--- config.mk ---
export PLATFORM = sky130hd
export DESIGN_NAME = alu_sequencer_flat
export DESIGN_NICKNAME = d
export VERILOG_FILES = /design/src/rtl/alu_sequencer_if.sv /design/src/rtl/alu_sequencer.sv /design/src/flat_wrapper.sv
export SDC_FILE = /design/constraint.sdc
export NUM_CORES = 1
export LEC_CHECK = 0
export ABC_CLOCK_PERIOD_IN_PS = 4600
export BUFFER_PORTS_ARGS = -buffer_cell sky130_fd_sc_hd__buf_2
export CORE_ASPECT_RATIO = 1.1
export CORE_UTILIZATION = 29
export DETAILED_ROUTE_END_ITERATION = 7
export PLACE_DENSITY = 0.71
export SLEW_MARGIN = 20
export SYNTH_ARGS = -nofsm -noshare
export SYNTH_HDL_FRONTEND = slang
export SYNTH_SLANG_ARGS = --single-unit
export TNS_END_PERCENT = 50
--- constraint.sdc ---
create_clock -name clk -period 4.6 [get_ports clk]
set_input_delay 0.92 -clock clk [delete_from_list [all_inputs] [get_ports clk]]
set_output_delay 0.92 -clock clk [all_outputs]
set_load 0.02 [all_outputs]
--- src/rtl/alu_sequencer_if.sv ---
// alu_sequencer_if: control, strobe and handshake bundle between the sequencer and the RV32I datapath.
interface alu_sequencer_if;
    logic [31:0] Instruction;
    logic        zero;
    logic        InstrReady;
    logic        MemReady;
    logic        InstrReq;
    logic        IRWrite;
    logic        PCWrite;
    logic        PCSrc;
    logic        ALUOutWrite;
    logic [1:0]  ALUOp;
    logic        ALUSrc;
    logic [2:0]  funct3;
    logic [6:0]  funct7;
    logic        MemRead;
    logic        MemWrite;
    logic        RegWrite;
    logic        MemtoReg;
    logic        Fault;
    logic [2:0]  State;
    modport master (
        input  Instruction, zero, InstrReady, MemReady,
        output InstrReq, IRWrite, PCWrite, PCSrc, ALUOutWrite, ALUOp, ALUSrc,
               funct3, funct7, MemRead, MemWrite, RegWrite, MemtoReg, Fault, State
    );
    modport slave (
        output Instruction, zero, InstrReady, MemReady,
        input  InstrReq, IRWrite, PCWrite, PCSrc, ALUOutWrite, ALUOp, ALUSrc,
               funct3, funct7, MemRead, MemWrite, RegWrite, MemtoReg, Fault, State
    );
endinterface

--- src/rtl/alu_sequencer.sv ---
// alu_sequencer: multi-cycle FETCH/DECODE/EXECUTE/MEMORY/WRITEBACK control for an RV32I subset datapath,
// with sticky fault on illegal instructions or memory handshake timeout.
module alu_sequencer #(
    parameter int TIMEOUT = 15
) (
    input logic clk,
    input logic rst,
    alu_sequencer_if.master bus
);
    typedef enum logic [2:0] {
        FETCH     = 3'd0,
        DECODE    = 3'd1,
        EXECUTE   = 3'd2,
        MEMORY    = 3'd3,
        WRITEBACK = 3'd4,
        FAULT     = 3'd7
    } state_t;

    localparam int CW = TIMEOUT > 0 ? $clog2(TIMEOUT + 1) : 1;

    state_t        state, state_n;
    logic [CW-1:0] cnt;
    logic [6:0]    opc, f7;
    logic [2:0]    f3;
    logic          is_r, is_i, is_ld, is_st, is_br, legal, alu, waiting, ready, expired;

    assign opc   = bus.Instruction[6:0];
    assign f3    = bus.Instruction[14:12];
    assign f7    = bus.Instruction[31:25];
    assign is_r  = opc == 7'b0110011;
    assign is_i  = opc == 7'b0010011;
    assign is_ld = opc == 7'b0000011;
    assign is_st = opc == 7'b0100011;
    assign is_br = opc == 7'b1100011;

    // SLT/SLTU are outside the supported ALU set for both R and I forms
    assign legal = is_r ? (f7 == 7'h00 && !(f3 inside {3'b010, 3'b011})) ||
                          (f7 == 7'h20 && (f3 inside {3'b000, 3'b101}))
                 : is_i ? (f3 == 3'b001 ? f7 == 7'h00
                         : f3 == 3'b101 ? (f7 == 7'h00 || f7 == 7'h20)
                         : !(f3 inside {3'b010, 3'b011}))
                 : (is_ld || is_st) ? f3 == 3'b010
                 : is_br ? f3 inside {3'b000, 3'b001, 3'b100, 3'b101}
                 : 1'b0;

    assign waiting = state == FETCH || state == MEMORY;
    assign ready   = state == FETCH ? bus.InstrReady : bus.MemReady;
    assign expired = TIMEOUT != 0 && waiting && !ready && cnt == CW'(TIMEOUT - 1);

    // ALU fields are decoded from the held IR, so they stay stable from EXECUTE through WRITEBACK
    assign alu        = state inside {EXECUTE, MEMORY, WRITEBACK};
    assign bus.ALUOp  = !alu ? 2'b00 : (is_r || is_i) ? 2'b10 : is_br ? 2'b01 : 2'b00;
    assign bus.ALUSrc = alu && (is_i || is_ld || is_st);
    assign bus.funct3 = alu && (is_r || is_i || is_br) ? f3 : 3'b000;
    assign bus.funct7 = alu && (is_r || (is_i && f3 inside {3'b001, 3'b101})) ? f7 : 7'h00;
    assign bus.Fault  = state == FAULT;
    assign bus.State  = state;

    always_ff @(posedge clk or posedge rst) begin
        if (rst) begin
            state <= FETCH;
            cnt   <= '0;
        end else begin
            state <= state_n;
            cnt   <= state_n != state ? '0 : cnt + CW'(waiting && !ready);
        end
    end

    always_comb begin
        state_n         = state;
        bus.InstrReq    = 1'b0;
        bus.IRWrite     = 1'b0;
        bus.PCWrite     = 1'b0;
        bus.PCSrc       = 1'b0;
        bus.ALUOutWrite = 1'b0;
        bus.MemRead     = 1'b0;
        bus.MemWrite    = 1'b0;
        bus.RegWrite    = 1'b0;
        bus.MemtoReg    = 1'b0;
        case (state)
            FETCH: begin
                bus.InstrReq = 1'b1;
                bus.IRWrite  = bus.InstrReady;
                bus.PCWrite  = bus.InstrReady;
                state_n      = bus.InstrReady ? DECODE : expired ? FAULT : FETCH;
            end
            DECODE: state_n = legal ? EXECUTE : FAULT;
            EXECUTE: begin
                bus.ALUOutWrite = 1'b1;
                bus.PCSrc       = is_br;
                bus.PCWrite     = is_br && bus.zero;
                state_n         = (is_ld || is_st) ? MEMORY : is_br ? FETCH : WRITEBACK;
            end
            MEMORY: begin
                bus.MemRead  = is_ld;
                bus.MemWrite = is_st;
                state_n      = bus.MemReady ? (is_ld ? WRITEBACK : FETCH) : expired ? FAULT : MEMORY;
            end
            WRITEBACK: begin
                bus.RegWrite = 1'b1;
                bus.MemtoReg = is_ld;
                state_n      = FETCH;
            end
            default: state_n = FAULT;
        endcase
    end
endmodule

--- src/flat_wrapper.sv ---
// flat-port wrapper written by rule: the top's interface ports become plain ports
module alu_sequencer_flat 
#(
    parameter int TIMEOUT = 15
)
  (clk, rst, bus_Instruction, bus_zero, bus_InstrReady, bus_MemReady, bus_InstrReq, bus_IRWrite, bus_PCWrite, bus_PCSrc, bus_ALUOutWrite, bus_ALUOp, bus_ALUSrc, bus_funct3, bus_funct7, bus_MemRead, bus_MemWrite, bus_RegWrite, bus_MemtoReg, bus_Fault, bus_State);
  alu_sequencer_if bus_i ();
  input logic clk;
  input logic rst;
  input wire logic [$bits(bus_i.Instruction)-1:0] bus_Instruction;
  input wire logic [$bits(bus_i.zero)-1:0] bus_zero;
  input wire logic [$bits(bus_i.InstrReady)-1:0] bus_InstrReady;
  input wire logic [$bits(bus_i.MemReady)-1:0] bus_MemReady;
  output wire logic [$bits(bus_i.InstrReq)-1:0] bus_InstrReq;
  output wire logic [$bits(bus_i.IRWrite)-1:0] bus_IRWrite;
  output wire logic [$bits(bus_i.PCWrite)-1:0] bus_PCWrite;
  output wire logic [$bits(bus_i.PCSrc)-1:0] bus_PCSrc;
  output wire logic [$bits(bus_i.ALUOutWrite)-1:0] bus_ALUOutWrite;
  output wire logic [$bits(bus_i.ALUOp)-1:0] bus_ALUOp;
  output wire logic [$bits(bus_i.ALUSrc)-1:0] bus_ALUSrc;
  output wire logic [$bits(bus_i.funct3)-1:0] bus_funct3;
  output wire logic [$bits(bus_i.funct7)-1:0] bus_funct7;
  output wire logic [$bits(bus_i.MemRead)-1:0] bus_MemRead;
  output wire logic [$bits(bus_i.MemWrite)-1:0] bus_MemWrite;
  output wire logic [$bits(bus_i.RegWrite)-1:0] bus_RegWrite;
  output wire logic [$bits(bus_i.MemtoReg)-1:0] bus_MemtoReg;
  output wire logic [$bits(bus_i.Fault)-1:0] bus_Fault;
  output wire logic [$bits(bus_i.State)-1:0] bus_State;
  assign bus_i.Instruction = bus_Instruction;
  assign bus_i.zero = bus_zero;
  assign bus_i.InstrReady = bus_InstrReady;
  assign bus_i.MemReady = bus_MemReady;
  assign bus_InstrReq = bus_i.InstrReq;
  assign bus_IRWrite = bus_i.IRWrite;
  assign bus_PCWrite = bus_i.PCWrite;
  assign bus_PCSrc = bus_i.PCSrc;
  assign bus_ALUOutWrite = bus_i.ALUOutWrite;
  assign bus_ALUOp = bus_i.ALUOp;
  assign bus_ALUSrc = bus_i.ALUSrc;
  assign bus_funct3 = bus_i.funct3;
  assign bus_funct7 = bus_i.funct7;
  assign bus_MemRead = bus_i.MemRead;
  assign bus_MemWrite = bus_i.MemWrite;
  assign bus_RegWrite = bus_i.RegWrite;
  assign bus_MemtoReg = bus_i.MemtoReg;
  assign bus_Fault = bus_i.Fault;
  assign bus_State = bus_i.State;
  alu_sequencer #(.TIMEOUT(TIMEOUT)) u_core (.clk(clk), .rst(rst), .bus(bus_i));
endmodule
==> results of run 1 <==
## sequential cells by signal (all words and copies together), names as in the netlist
signal	count
u_core.bus.State	3
u_core.cnt	4
## worst paths after layout
check | start | to | slack (ns) | cells after the start
min in group asynchronous | rst | u_core.cnt[1] | 0.58 | 2
worst max-delay path | bus_Instruction[2] | bus_funct7[2] | 1.42 | 7
max in group asynchronous | rst | u_core.cnt[3] | 3.80 | 2
worst min-delay path | u_core.cnt[3] | u_core.cnt[3] | 0.56 | 2
worst min register to register | u_core.cnt[3] | u_core.cnt[3] | 0.56 | 2
worst max register to register | u_core.bus.State[0] | u_core.bus.State[2] | 2.75 | 4
## synthesized netlist by cell type
| cell type | count | area share [%] |
|---|---|---|
| sky130_fd_sc_hd__a32oi_1 | 1 | 1.1 |
| sky130_fd_sc_hd__o22ai_1 | 1 | 0.80 |
| sky130_fd_sc_hd__nor3b_2 | 1 | 1.6 |
| sky130_fd_sc_hd__nand2b_1 | 4 | 3.2 |
| sky130_fd_sc_hd__o211ai_1 | 1 | 0.95 |
| sky130_fd_sc_hd__nand3_1 | 2 | 1.3 |
| sky130_fd_sc_hd__nor4_1 | 3 | 2.4 |
| sky130_fd_sc_hd__inv_1 | 9 | 4.3 |
| sky130_fd_sc_hd__a211oi_1 | 2 | 1.9 |
| sky130_fd_sc_hd__nand2_1 | 7 | 3.3 |
| sky130_fd_sc_hd__and4bb_1 | 1 | 1.6 |
| sky130_fd_sc_hd__a22oi_1 | 1 | 0.95 |
| sky130_fd_sc_hd__and2_1 | 8 | 6.4 |
| sky130_fd_sc_hd__or3b_1 | 1 | 1.1 |
| sky130_fd_sc_hd__o32a_1 | 1 | 1.3 |
| sky130_fd_sc_hd__xor2_1 | 1 | 1.1 |
| sky130_fd_sc_hd__nand4b_1 | 2 | 2.2 |
| sky130_fd_sc_hd__o31ai_1 | 1 | 0.95 |
| sky130_fd_sc_hd__nand3b_1 | 1 | 0.95 |
| sky130_fd_sc_hd__inv_2 | 1 | 0.48 |
| sky130_fd_sc_hd__a21oi_1 | 5 | 3.2 |
| sky130_fd_sc_hd__buf_2 | 2 | 1.3 |
| sky130_fd_sc_hd__ha_1 | 2 | 3.2 |
| sky130_fd_sc_hd__o221ai_1 | 1 | 1.1 |
| sky130_fd_sc_hd__nor3_1 | 4 | 2.5 |
| sky130_fd_sc_hd__o2111ai_1 | 1 | 1.1 |
| sky130_fd_sc_hd__nor2_1 | 13 | 6.2 |
| sky130_fd_sc_hd__o21ai_0 | 3 | 1.9 |
| sky130_fd_sc_hd__or4_1 | 1 | 0.95 |
| sky130_fd_sc_hd__dfrtp_1 | 7 | 22 |
| sky130_fd_sc_hd__a41oi_2 | 1 | 2.1 |
| sky130_fd_sc_hd__clkbuf_1 | 2 | 0.95 |
| sky130_fd_sc_hd__a21o_1 | 1 | 0.95 |
| sky130_fd_sc_hd__nor2b_1 | 4 | 3.2 |
| sky130_fd_sc_hd__nand4bb_1 | 1 | 1.4 |
| sky130_fd_sc_hd__and4_1 | 1 | 1.1 |
| sky130_fd_sc_hd__a41oi_1 | 1 | 1.1 |
| sky130_fd_sc_hd__or4b_1 | 1 | 1.3 |
| sky130_fd_sc_hd__xnor2_1 | 1 | 1.1 |
| sky130_fd_sc_hd__and3_1 | 2 | 1.6 |
| sky130_fd_sc_hd__or3_1 | 3 | 2.4 |
| sky130_fd_sc_hd__nor3_2 | 1 | 1.3 |
## per-stage QoR
stage,instance area (um2),worst slack (ns),std cells
after CTS,1070,1.44,185
after floorplan,787,1.30,107
final,1070,1.42,185
after global placement,1040,1.49,181
after detailed placement,1040,1.44,181
after global routing,1070,1.30,185
## routing by layer
| layer | part of all wire [%] | track usage [%] | up-vias |
|---|---|---|---|
| li1 | - | - | 487 |
| met1 | 39 | 19.5 | 465 |
| met2 | 51 | 30.2 | 54 |
| met3 | 10 | 2.44 | 2 |
| met4 | 0.44 | 6.95 | 0 |
| met5 | 0 | 0 | - |
## power groups by stage
stage	registers [uW]	logic (uW)	clock network, uW
after floorplan	66.1	14.3	0
after global placement	66.3	28.2	0
after detailed placement	66.7	29.5	0
after CTS	65.5	29.8	57.7
after global routing	65.6	34.1	61.4
final	65.5	29.9	56.5
## logic make-up after synthesis
group,count (synthesis),synth area share (%)
AND/OR/NAND/NOR,61,45.9
AO/OA/AOI/OAI,21,19.4
buffers and inverters,14,6.99
flip-flops,7,22.3
XOR/XNOR,2,2.23
adder cells (fa/ha/maj),2,3.18
## area by class of cell
type,instances,area [um2]
clock buffers,3,22.5
clock inverters,1,5.00
fillers,268,1470
inverters,10,37.5
multi-input cells,86,557
flip-flops and latches,7,175
well taps,31,38.8
repair buffers,47,235
## worst min-delay path, cell delays in order (launching register included)
cell,delay (ns)
sky130_fd_sc_hd__dfrtp_1,0.36
sky130_fd_sc_hd__xor2_1,0.08
sky130_fd_sc_hd__nor2_1,0.08
==> parameters.txt, run 1 <==
Parameter                              Value

Status
  Result of the run ... completed

Die
  Core area ... 2540 um2
  Height of the chip ... 56.6 um
  Total I/O pin count ... 63
  X dimension of the die ... 51.7 um
  Die area ... 2930 um2
  Cell row count ... 19
  Initial cell density of the core ... a little under a third

Worst setup path
  Cell family with the largest share of critical-path delay ... simple AND/OR/NAND/NOR gates
  Cell seen most often among critical-path stages ... sky130_fd_sc_hd__buf_2
  Series of cell instances along the critical path ... buf_2 -> nand4bb_1 -> nor2_1 -> nand2_1 -> nor3_2 -> and2_1 -> buf_2
  Type of destination of the critical path ... output pin
  Critical path data required time ... between 3 and 4 ns
  CP bufs+invs ... 2
  Worst Path Max Fanout ... 7
  Startpoint kind of the worst setup timing path ... input port
  Worst setup path category ... input port to output pin
  Data arrival time of the worst path ... ~2.3 ns
  Slowest stage cell, crit path ... sky130_fd_sc_hd__nor3_2
  Delay of the slowest cell on the worst path ... 0.32 ns

Routing
  Average wire length per cell after detail routing ... 12.2 um
  Post-detailed-routing wire length ... around 2.3 mm
  Number of search-and-repair iterations in the first detailed-routing pass ... 4
  Post-route DRC ... 0
  Ratio of routed vias to standard cells ... 5.45
  Overall via count from detail_route ... 1,008
  Antenna Nets Post-Route ... 0
  Starting DRT DRC Count ... 25

Final layout
  Most frequent cells in the layout ... sky130_fd_sc_hd__buf_2 (47), sky130_fd_sc_hd__nor2_1 (13), sky130_fd_sc_hd__inv_1 (9), sky130_fd_sc_hd__and2_1 (8)
  Area delta synth->final ... 36.1%
  Nets ... approximately 190
  Most common cell after layout, fill and taps aside ... sky130_fd_sc_hd__buf_2
  Share of post-route cells with drive strength above 1 ... 35.7%
  Fin util ... 42.1%
  # diodes ... 0

Synthesis
  Summed instance area of the synthesized netlist ... 787 um2
  Seq cells post-synth ... 7
  Instance count of the mapped netlist ... 107
  Avg Inst Size Synth ... 7.36 um2
  Sequential cell area fraction in the yosys report ... 22.3%
  Unique masters post-synth ... 42
  Net Count, Synth ... approximately 150
  Warnings from Yosys ... 0

Placement
  Detail Placement HPWL ... 1.85 mm
  Quantity of I/O buffers inserted on ports ... 47
  Gpl congestion ... 0.805

Clock network
  Hold-fix buffer count after cts ... 0
  CTS tree ... built
  Clock tree root driver cell ... sky130_fd_sc_hd__clkbuf_4
  Number of CTS-inserted buffers ... 3
  Number of cells upsized or downsized after cts ... 0
  Number of clock sinks ... 7
  Longest Clk Path Bufs ... 2
  Htree depth ... 1
  Clock insertion delay at the later pin of the skew report ... 0.26 ns
  Buffers inserted during post-CTS setup optimization ... 0
  Clock slew seen by the registers of the worst setup and hold paths ... 0.05 ns

Power
  Register share of total power ... 43.1%
  Logic pwr share ... 19.7%
  Relative contribution of the clock network to total power ... 37.2%
  Total power divided by cell area ... 142 nW/um2
  Leakage Power ... about 0.00055 uW
  Final total power ... 152 uW
  Cell Int Power ... 109 uW
  Switching power summed over all nets ... 42.7 uW
  Switching power share of the total ... 28.1%
  Highest ir drop seen on vdd ... approximately 130 uV

Global route
  GRT Residual Overflow ... 0
  Total global routing track utilization ... ~17%
  Global-route wire length before repair ... 3.87 mm
  Via count of the first global-routing pass ... 921
  Antenna violations before repair ... 0
  Largest net degree at the start of global routing ... 16

STA
  Slew Limit Fails ... 0
  Actual transition at the worst max-transition pin ... roughly 0.42 ns
  Final setup violation count ... 0
  TNS Setup ... 0 ns
  Max_slew headroom ... 71.5%
  Max Clk Rate ... 0.315 GHz
  Post-route worst hold slack ... 0.557 ns
  RSZ-0062 raised after global routing ... no
  Final number of hold-violating endpoints ... 0
  Share of the clock period used by the worst path ... 69.1%
  Final Critical Period ... 3.18 ns
  Largest clock skew in the final design ... 0.00773 ns

Flow run
  Number of maximum-capacitance violations ... 0

Min path
  Path class of the lowest-slack min-delay path ... flop to flop
No activity file was read; power rests on OpenSTA's default activity.
==> run 2: changes to the inputs <==
- ABC_CLOCK_PERIOD_IN_PS: 4600 -> 3300
- clock period: 4.6 -> 3.3 ns (I/O delays scaled with it)
==> parameters.txt, run 2 (synthesis results as in run 1) <==
Parameter                              Value

Routing
  Overall via count from detail_route ... 982 (-2.6%)
  Ratio of routed vias to standard cells ... 5.31 (-2.6%)
  Antenna Nets Post-Route ... 0 (unchanged)
  Starting DRT DRC Count ... 36 (+44%)
  Post-route DRC ... 0 (unchanged)
  Average wire length per cell after detail routing ... 12.1 um (-0.84%)
  Post-detailed-routing wire length ... 2.24 mm (-0.84%)
  Number of search-and-repair iterations in the first detailed-routing pass ... 4 (unchanged)

Final layout
  Most frequent cells in the layout ... sky130_fd_sc_hd__buf_2 (47), sky130_fd_sc_hd__nor2_1 (13), sky130_fd_sc_hd__inv_1 (9), sky130_fd_sc_hd__and2_1 (8)
  Area delta synth->final ... 36.1% (unchanged)
  Most common cell after layout, fill and taps aside ... sky130_fd_sc_hd__buf_2
  Number of flip-flops under the largest register name ... 4 (unchanged)
  Share of post-route cells with drive strength above 1 ... 35.7% (unchanged)
  Largest register by flop count ... u_core.cnt
  # diodes ... 0 (unchanged)
  Nets ... 194 (unchanged)
  Final instance area ... 1070 um2 (unchanged)

Clock network
  Number of CTS-inserted buffers ... 3 (unchanged)
  Longest Clk Path Bufs ... 2 (unchanged)
  Number of clock sinks ... 7 (unchanged)
  Hold-fix buffer count after cts ... 0 (unchanged)
  Clock insertion delay at the later pin of the skew report ... 0.25 ns (about the same)
  CTS tree ... built
  Htree depth ... 1 (unchanged)
  Buffers inserted during post-CTS setup optimization ... 0 (unchanged)
  Number of cells upsized or downsized after cts ... 0 (unchanged)
  Clock slew seen by the registers of the worst setup and hold paths ... 0.06 ns (about the same)
  Clock tree root driver cell ... sky130_fd_sc_hd__clkbuf_4

Worst setup path
  Cell seen most often among critical-path stages ... sky130_fd_sc_hd__nand2_1
  Reg2Reg Launch Point ... u_core.bus.State[0]
  Cell depth of the worst flop-to-flop path ... 4 (unchanged)
  Data arrival time of the worst path ... 2.11 ns (-0.15 ns)
  Timing endpoint of the critical path ... bus_funct7[2]
  Setup slack on the worst flop-to-flop path ... 1.47 ns (-1.28 ns)
  Endpoint of the worst register-to-register path ... u_core.bus.State[0]
  Slowest stage cell, crit path ... sky130_fd_sc_hd__dfrtp_1
  Delay of the slowest cell on the worst path ... 0.56 ns (+0.24 ns)
  Series of cell instances along the critical path ... or3b_1 -> nand2_1 -> nand2_1 -> nor3_2 -> and2_1 -> buf_2
  Type of destination of the critical path ... output pin
  Worst setup path category ... flop to output pin
  Worst Path Max Fanout ... 15 (+8)
  Setup crit start ... u_core.bus.State[2]
  Cell family with the largest share of critical-path delay ... simple AND/OR/NAND/NOR gates
  Critical path data required time ... 2.64 ns (-1.04 ns)
  Startpoint kind of the worst setup timing path ... flop
  Critical path depth in cells ... 6 (-1)
  CP bufs+invs ... 1 (-1)

STA
  Actual transition at the worst max-transition pin ... 0.404 ns (-0.0194 ns)
  Largest clock skew in the final design ... 0.00650 ns (-0.00123 ns)
  Final setup violation count ... 0 (unchanged)
  Max_slew headroom ... 72.8% (+1.3 points)
  Slew Limit Fails ... 0 (unchanged)
  RSZ-0062 raised after global routing ... no
  Post-route worst hold slack ... 0.325 ns (-0.232 ns)
  Share of the clock period used by the worst path ... 83.9%
  Final number of hold-violating endpoints ... 0 (unchanged)
  Max Clk Rate ... about 0.36 GHz
  TNS Setup ... 0 ns (unchanged)
  Final Critical Period ... approximately 2.8 ns

Global route
  Via count of the first global-routing pass ... 856 (-7.1%)
  Antenna violations before repair ... 0 (unchanged)
  Total global routing track utilization ... 15.9% (-1.0 points)
  Global-route wire length before repair ... 3.62 mm (-6.4%)
  GRT Residual Overflow ... 0 (unchanged)
  Largest net degree at the start of global routing ... 16 (unchanged)

Die
  Height of the chip ... 56.6 um (unchanged)
  Initial cell density of the core ... 30.9% (unchanged)
  Die area ... 2930 um2 (unchanged)
  Cell row count ... 19 (unchanged)
  Core area ... 2540 um2 (unchanged)
  X dimension of the die ... 51.7 um (unchanged)
  Total I/O pin count ... 63 (unchanged)

Status
  Result of the run ... completed

Power
  Total power divided by cell area ... 195 nW/um2 (+37%)
  Highest ir drop seen on vdd ... 169 uV (+30%)
  Final total power ... 209 uW (+37%)
  Leakage Power ... 0.000549 uW (unchanged)

Flow run
  Number of maximum-capacitance violations ... 0 (unchanged)

Min path
  Path class of the lowest-slack min-delay path ... input port to async pin

Placement
  Gpl congestion ... 0.805 (about the same)
  Detail Placement HPWL ... 1.76 mm (-4.7%)
  Quantity of I/O buffers inserted on ports ... 47 (unchanged)
  Area after DPL ... 1040 um2 (unchanged)
==> run 2: layer usage <==
layer,vias to the layer above,part of all wire [%],global-route usage [%]
met3,0,9.1,2.98
met2,46,49,27.3
met1,455,42,19.1
met5,-,0,0
met4,0,0,6.18
li1,481,-,-
==> run 2: area by class of cell <==
type / instances / area, um2
Tap cell: 31 / 38.8
Clock buffer: 3 / 22.5
Multi-Input combinational cell: 86 / 557
Inverter: 10 / 37.5
Timing Repair Buffer: 47 / 235
Clock inverter: 1 / 5.00
Fill cell: 262 / 1470
Sequential cell: 7 / 175
==> run 2: stage by stage <==
stage / utilization, % / std cells / worst slack [ns]
after global routing: 42.1 / 185 / 0.339
after CTS: 42.1 / 185 / 0.535
final: 42.1 / 185 / 0.531
after global placement: 41.0 / 181 / 0.714
after detailed placement: 41.0 / 181 / 0.697
after floorplan: - / 107 / 0.517
==> run 2: power by group <==
group          internal [uW]  total [uW]  switching, uW
sequential              89.1        91.3           2.18
combinational           18.6        41.2           22.6
clock                   44.2        76.1           31.8
==> run 2: worst min-delay path by stage <==
stage | startpoint | to | slack, ns | cells after the start
2_1_floorplan | rst | u_core.bus.State[0] | 0.46 | 1
3_3_place_gp | u_core.cnt[3] | u_core.cnt[3] | 0.52 | 2
3_5_place_dp | u_core.cnt[3] | u_core.cnt[3] | 0.53 | 2
4_1_cts | rst | u_core.cnt[1] | 0.33 | 2
5_1_grt | rst | u_core.cnt[1] | 0.32 | 2
6_report | rst | u_core.cnt[1] | 0.32 | 2
==> run 3: changes to the inputs <==
- ABC_AREA: default -> 1
- ABC_CLOCK_PERIOD_IN_PS: 3300 -> 2320
- PLACE_DENSITY: 0.71 -> 0.73
- clock period: 3.3 -> 2.32 ns (I/O delays scaled with it)
==> parameters.txt, run 3 <==
Parameter                              Value

Status
  Result of the run ... completed

Final layout
  Most frequent cells in the layout ... sky130_fd_sc_hd__buf_2 (47), sky130_fd_sc_hd__inv_1 (36), sky130_fd_sc_hd__nor2_1 (36), sky130_fd_sc_hd__nand2_1 (28), sky130_fd_sc_hd__nand3_1 (14)
  Most common cell after layout, fill and taps aside ... sky130_fd_sc_hd__buf_2
  Final instance area ... 1140 um2 (+6.4%)
  Largest register by flop count ... u_core.cnt
  Area delta synth->final ... 37.2%
  Share of post-route cells with drive strength above 1 ... 31.7% (-4.1 points)
  Number of flip-flops under the largest register name ... 4 (unchanged)
  # diodes ... 0 (unchanged)
  Fin util ... 41.4% (-0.70 points)
  Nets ... 239 (+23%)
  Fillcell total ... 329 (+26%)

Synthesis
  Synth top area share ... 21.1% (-1.2 points)
  Net Count, Synth ... 187 (+28%)
  Seq cells post-synth ... 7 (unchanged)
  Post-synth top flop ... sky130_fd_sc_hd__dfrtp_1
  Area contributors post-synth ... sky130_fd_sc_hd__dfrtp_1 (21%), sky130_fd_sc_hd__nor2_1 (17%), sky130_fd_sc_hd__inv_1 (16%)
  Instance count of the mapped netlist ... 148 (+38%)
  Summed instance area of the synthesized netlist ... 831 um2 (+5.6%)
  Ranking of synthesized cells by instance count ... sky130_fd_sc_hd__nor2_1 (37), sky130_fd_sc_hd__inv_1 (36), sky130_fd_sc_hd__nand2_1 (29)
  Number of enable flip-flop cells after synthesis ... 0 (unchanged)
  Most area-hungry cell type in the Yosys netlist ... sky130_fd_sc_hd__dfrtp_1
  Unique masters post-synth ... 23 (-45%)
  Async SR Flop Fraction ... 100% (unchanged)
  Warnings from Yosys ... 0 (unchanged)
  Sequential cell area fraction in the yosys report ... 21.1% (-1.2 points)
  Avg Inst Size Synth ... 5.61 um2 (-24%)
  Top-count cell post-synth ... sky130_fd_sc_hd__nor2_1

Clock network
  Longest Clk Path Bufs ... 2 (unchanged)
  Clock tree root driver cell ... sky130_fd_sc_hd__clkbuf_4
  Number of CTS-inserted buffers ... 3 (unchanged)
  Clock slew seen by the registers of the worst setup and hold paths ... 0.05 ns (about the same)
  Clock insertion delay at the later pin of the skew report ... 0.25 ns (about the same)
  Number of clock sinks ... 7 (unchanged)
  Htree depth ... 1 (unchanged)
  Hold-fix buffer count after cts ... 0 (unchanged)
  CTS tree ... built

Routing
  Post-detailed-routing wire length ... 1.86 mm (-17%)
  Ratio of routed vias to standard cells ... 4.31 (-19%)
  Average wire length per cell after detail routing ... 8.03 um (-34%)
  Starting DRT DRC Count ... 16 (-56%)
  Post-route DRC ... 0 (unchanged)
  Antenna Nets Post-Route ... 0 (unchanged)
  Number of search-and-repair iterations in the first detailed-routing pass ... 4 (unchanged)
  Overall via count from detail_route ... 1,000 (+1.8%)

Placement
  Quantity of I/O buffers inserted on ports ... 47 (unchanged)
  Gpl congestion ... 0.801 (-0.47%)
  Pre-CTS setup slack ... 0.195 ns (-0.503 ns)
  Area after DPL ... 1110 um2 (+6.1%)
  Detail Placement HPWL ... 1.61 mm (-8.7%)

Global route
  Global-route wire length before repair ... 3.03 mm (-16%)
  Via count of the first global-routing pass ... 792 (-7.5%)
  GRT Residual Overflow ... 0 (unchanged)
  Antenna violations before repair ... 0 (unchanged)
  Largest net degree at the start of global routing ... 8 (-8)
  Total global routing track utilization ... 12.7% (-3.3 points)

Worst setup path
  Cell family with the largest share of critical-path delay ... simple AND/OR/NAND/NOR gates
  Endpoint of the worst register-to-register path ... u_core.cnt[3]
  Critical path data required time ... 1.86 ns (-0.78 ns)
  Slowest stage cell, crit path ... sky130_fd_sc_hd__dfrtp_2
  Cell seen most often among critical-path stages ... sky130_fd_sc_hd__nor2_2
  Startpoint kind of the worst setup timing path ... flop
  Delay of the slowest cell on the worst path ... 0.45 ns (-0.11 ns)
  Type of destination of the critical path ... output pin
  Series of cell instances along the critical path ... nor2_2 -> nor2_2 -> a21oi_1 -> inv_1 -> a21oi_2 -> nand2_2 -> nor2_1 -> buf_2
  Cell depth of the worst flop-to-flop path ... 8 (+4)
  Worst Path Max Fanout ... 7 (-8)
  CP bufs+invs ... 2 (+1)
  Setup slack on the worst flop-to-flop path ... 0.79 ns (-0.68 ns)
  Data arrival time of the worst path ... 1.70 ns (-0.41 ns)
  Worst setup path category ... flop to output pin
  Reg2Reg Launch Point ... u_core.bus.State[2]

Min path
  Path class of the lowest-slack min-delay path ... input port to async pin

Die
  Initial cell density of the core ... 30.2% (-0.76 points)
  Die area ... 3080 um2 (+5.4%)
  Total I/O pin count ... 63 (unchanged)
  Height of the chip ... 58.1 um (+2.6%)
  Cell row count ... 20 (+1)
  Core area ... 2750 um2 (+8.2%)
  X dimension of the die ... 53.0 um (+2.6%)

STA
  Final number of hold-violating endpoints ... 0 (unchanged)
  Max_slew headroom ... 83.6% (+11 points)
  RSZ-0062 raised after global routing ... no
  Worst-case setup margin in the final layout ... 0.152 ns (-0.379 ns)
  Largest clock skew in the final design ... 0.00364 ns (-0.00286 ns)
  Max Clk Rate ... 0.461 GHz
  TNS Setup ... 0 ns (unchanged)
  Final Critical Period ... 2.17 ns
  Post-route worst hold slack ... 0.119 ns (-0.206 ns)
  Actual transition at the worst max-transition pin ... 0.245 ns (-0.159 ns)
  Final setup violation count ... 0 (unchanged)
  Slew Limit Fails ... 0 (unchanged)
  Share of the clock period used by the worst path ... between 90 and 100%

Power
  Highest ir drop seen on vdd ... 246 uV (+46%)
  Leakage Power ... 0.000741 uW (+35%)
  Total power divided by cell area ... 452 nW/um2 (+130%)

Flow run
  Number of maximum-capacitance violations ... 0 (unchanged)
[run 3: cell count changes after synthesis, moves of 3 or more]
cell / change
sky130_fd_sc_hd__or3_1: -3
sky130_fd_sc_hd__nor2b_1: -4
sky130_fd_sc_hd__nand2b_1: -4
sky130_fd_sc_hd__and2_1: -8
sky130_fd_sc_hd__nand3_1: +12
sky130_fd_sc_hd__nand2_1: +22
sky130_fd_sc_hd__inv_1: +27
sky130_fd_sc_hd__nor2_1: +24
[run 3: through the flow]
stage,total power (uW),cells
global placement,404,228
global route,564,232
finish,516,232
CTS,520,232
floorplan,333,148
detailed placement,407,228
[run 3: layout make-up]
| cell class | count | area (um2) | share of cell area (%) |
|---|---|---|---|
| multi-input combinational | 104 | 522 | 45.8 |
| clock buffer | 4 | 26.3 | 2.31 |
| timing repair buffer | 47 | 235 | 20.6 |
| sequential | 7 | 176 | 15.5 |
| inverter | 37 | 139 | 12.2 |
| tap | 33 | 41.3 | 3.62 |
[run 3: repair_timing]
action / CTS / global route
gates resized for setup: 0 / 3
setup endpoints to repair: 0 / 8
buffers inserted: 0 / 0
[run 3: worst max path at each step]
| stage | startpoint | end | slack (ns) | depth (start not counted) |
|---|---|---|---|---|
| global route | u_core.bus.State[1] | bus_funct7[2] | 0.03 | 8 |
| global placement | bus_Instruction[3] | bus_funct7[5] | 0.19 | 9 |
| CTS | u_core.bus.State[1] | bus_funct7[5] | 0.02 | 8 |
| finish | u_core.bus.State[1] | bus_funct7[3] | 0.15 | 8 |
| floorplan | u_core.bus.State[1] | bus_funct7[0] | 0.13 | 7 |
| detailed placement | bus_Instruction[3] | bus_funct7[5] | 0.19 | 9 |
[run 3: report_power, final]
part,internal (uW),switching [uW]
combinational,88.4,152
clock,65.6,44.3
sequential,142,23.8
total,296,220
[run 3: layer usage]
layer | up-vias | track usage [%] | routed length [um]
li1 | 546 | - | -
met1 | 420 | 15.5 | 835
met2 | 34 | 23.1 | 891
met3 | 0 | 1.05 | 136
met4 | 0 | 3.38 | 0
met5 | - | 0 | 0
[run 3: cells by family (layout without fill, tap and decap cells)]
group / after synthesis / count (layout) / share of synthesized area, %
DFF: 7 / 7 / 21.1
xor gates and xnor gates: 3 / 3 / 4.07
buffers and inverters: 37 / 88 / 16.7
AOI/OAI and AO/OA: 8 / 8 / 6.17
adders and majority gates: 2 / 2 / 3.01
and+or+nand+nor: 91 / 91 / 48.9
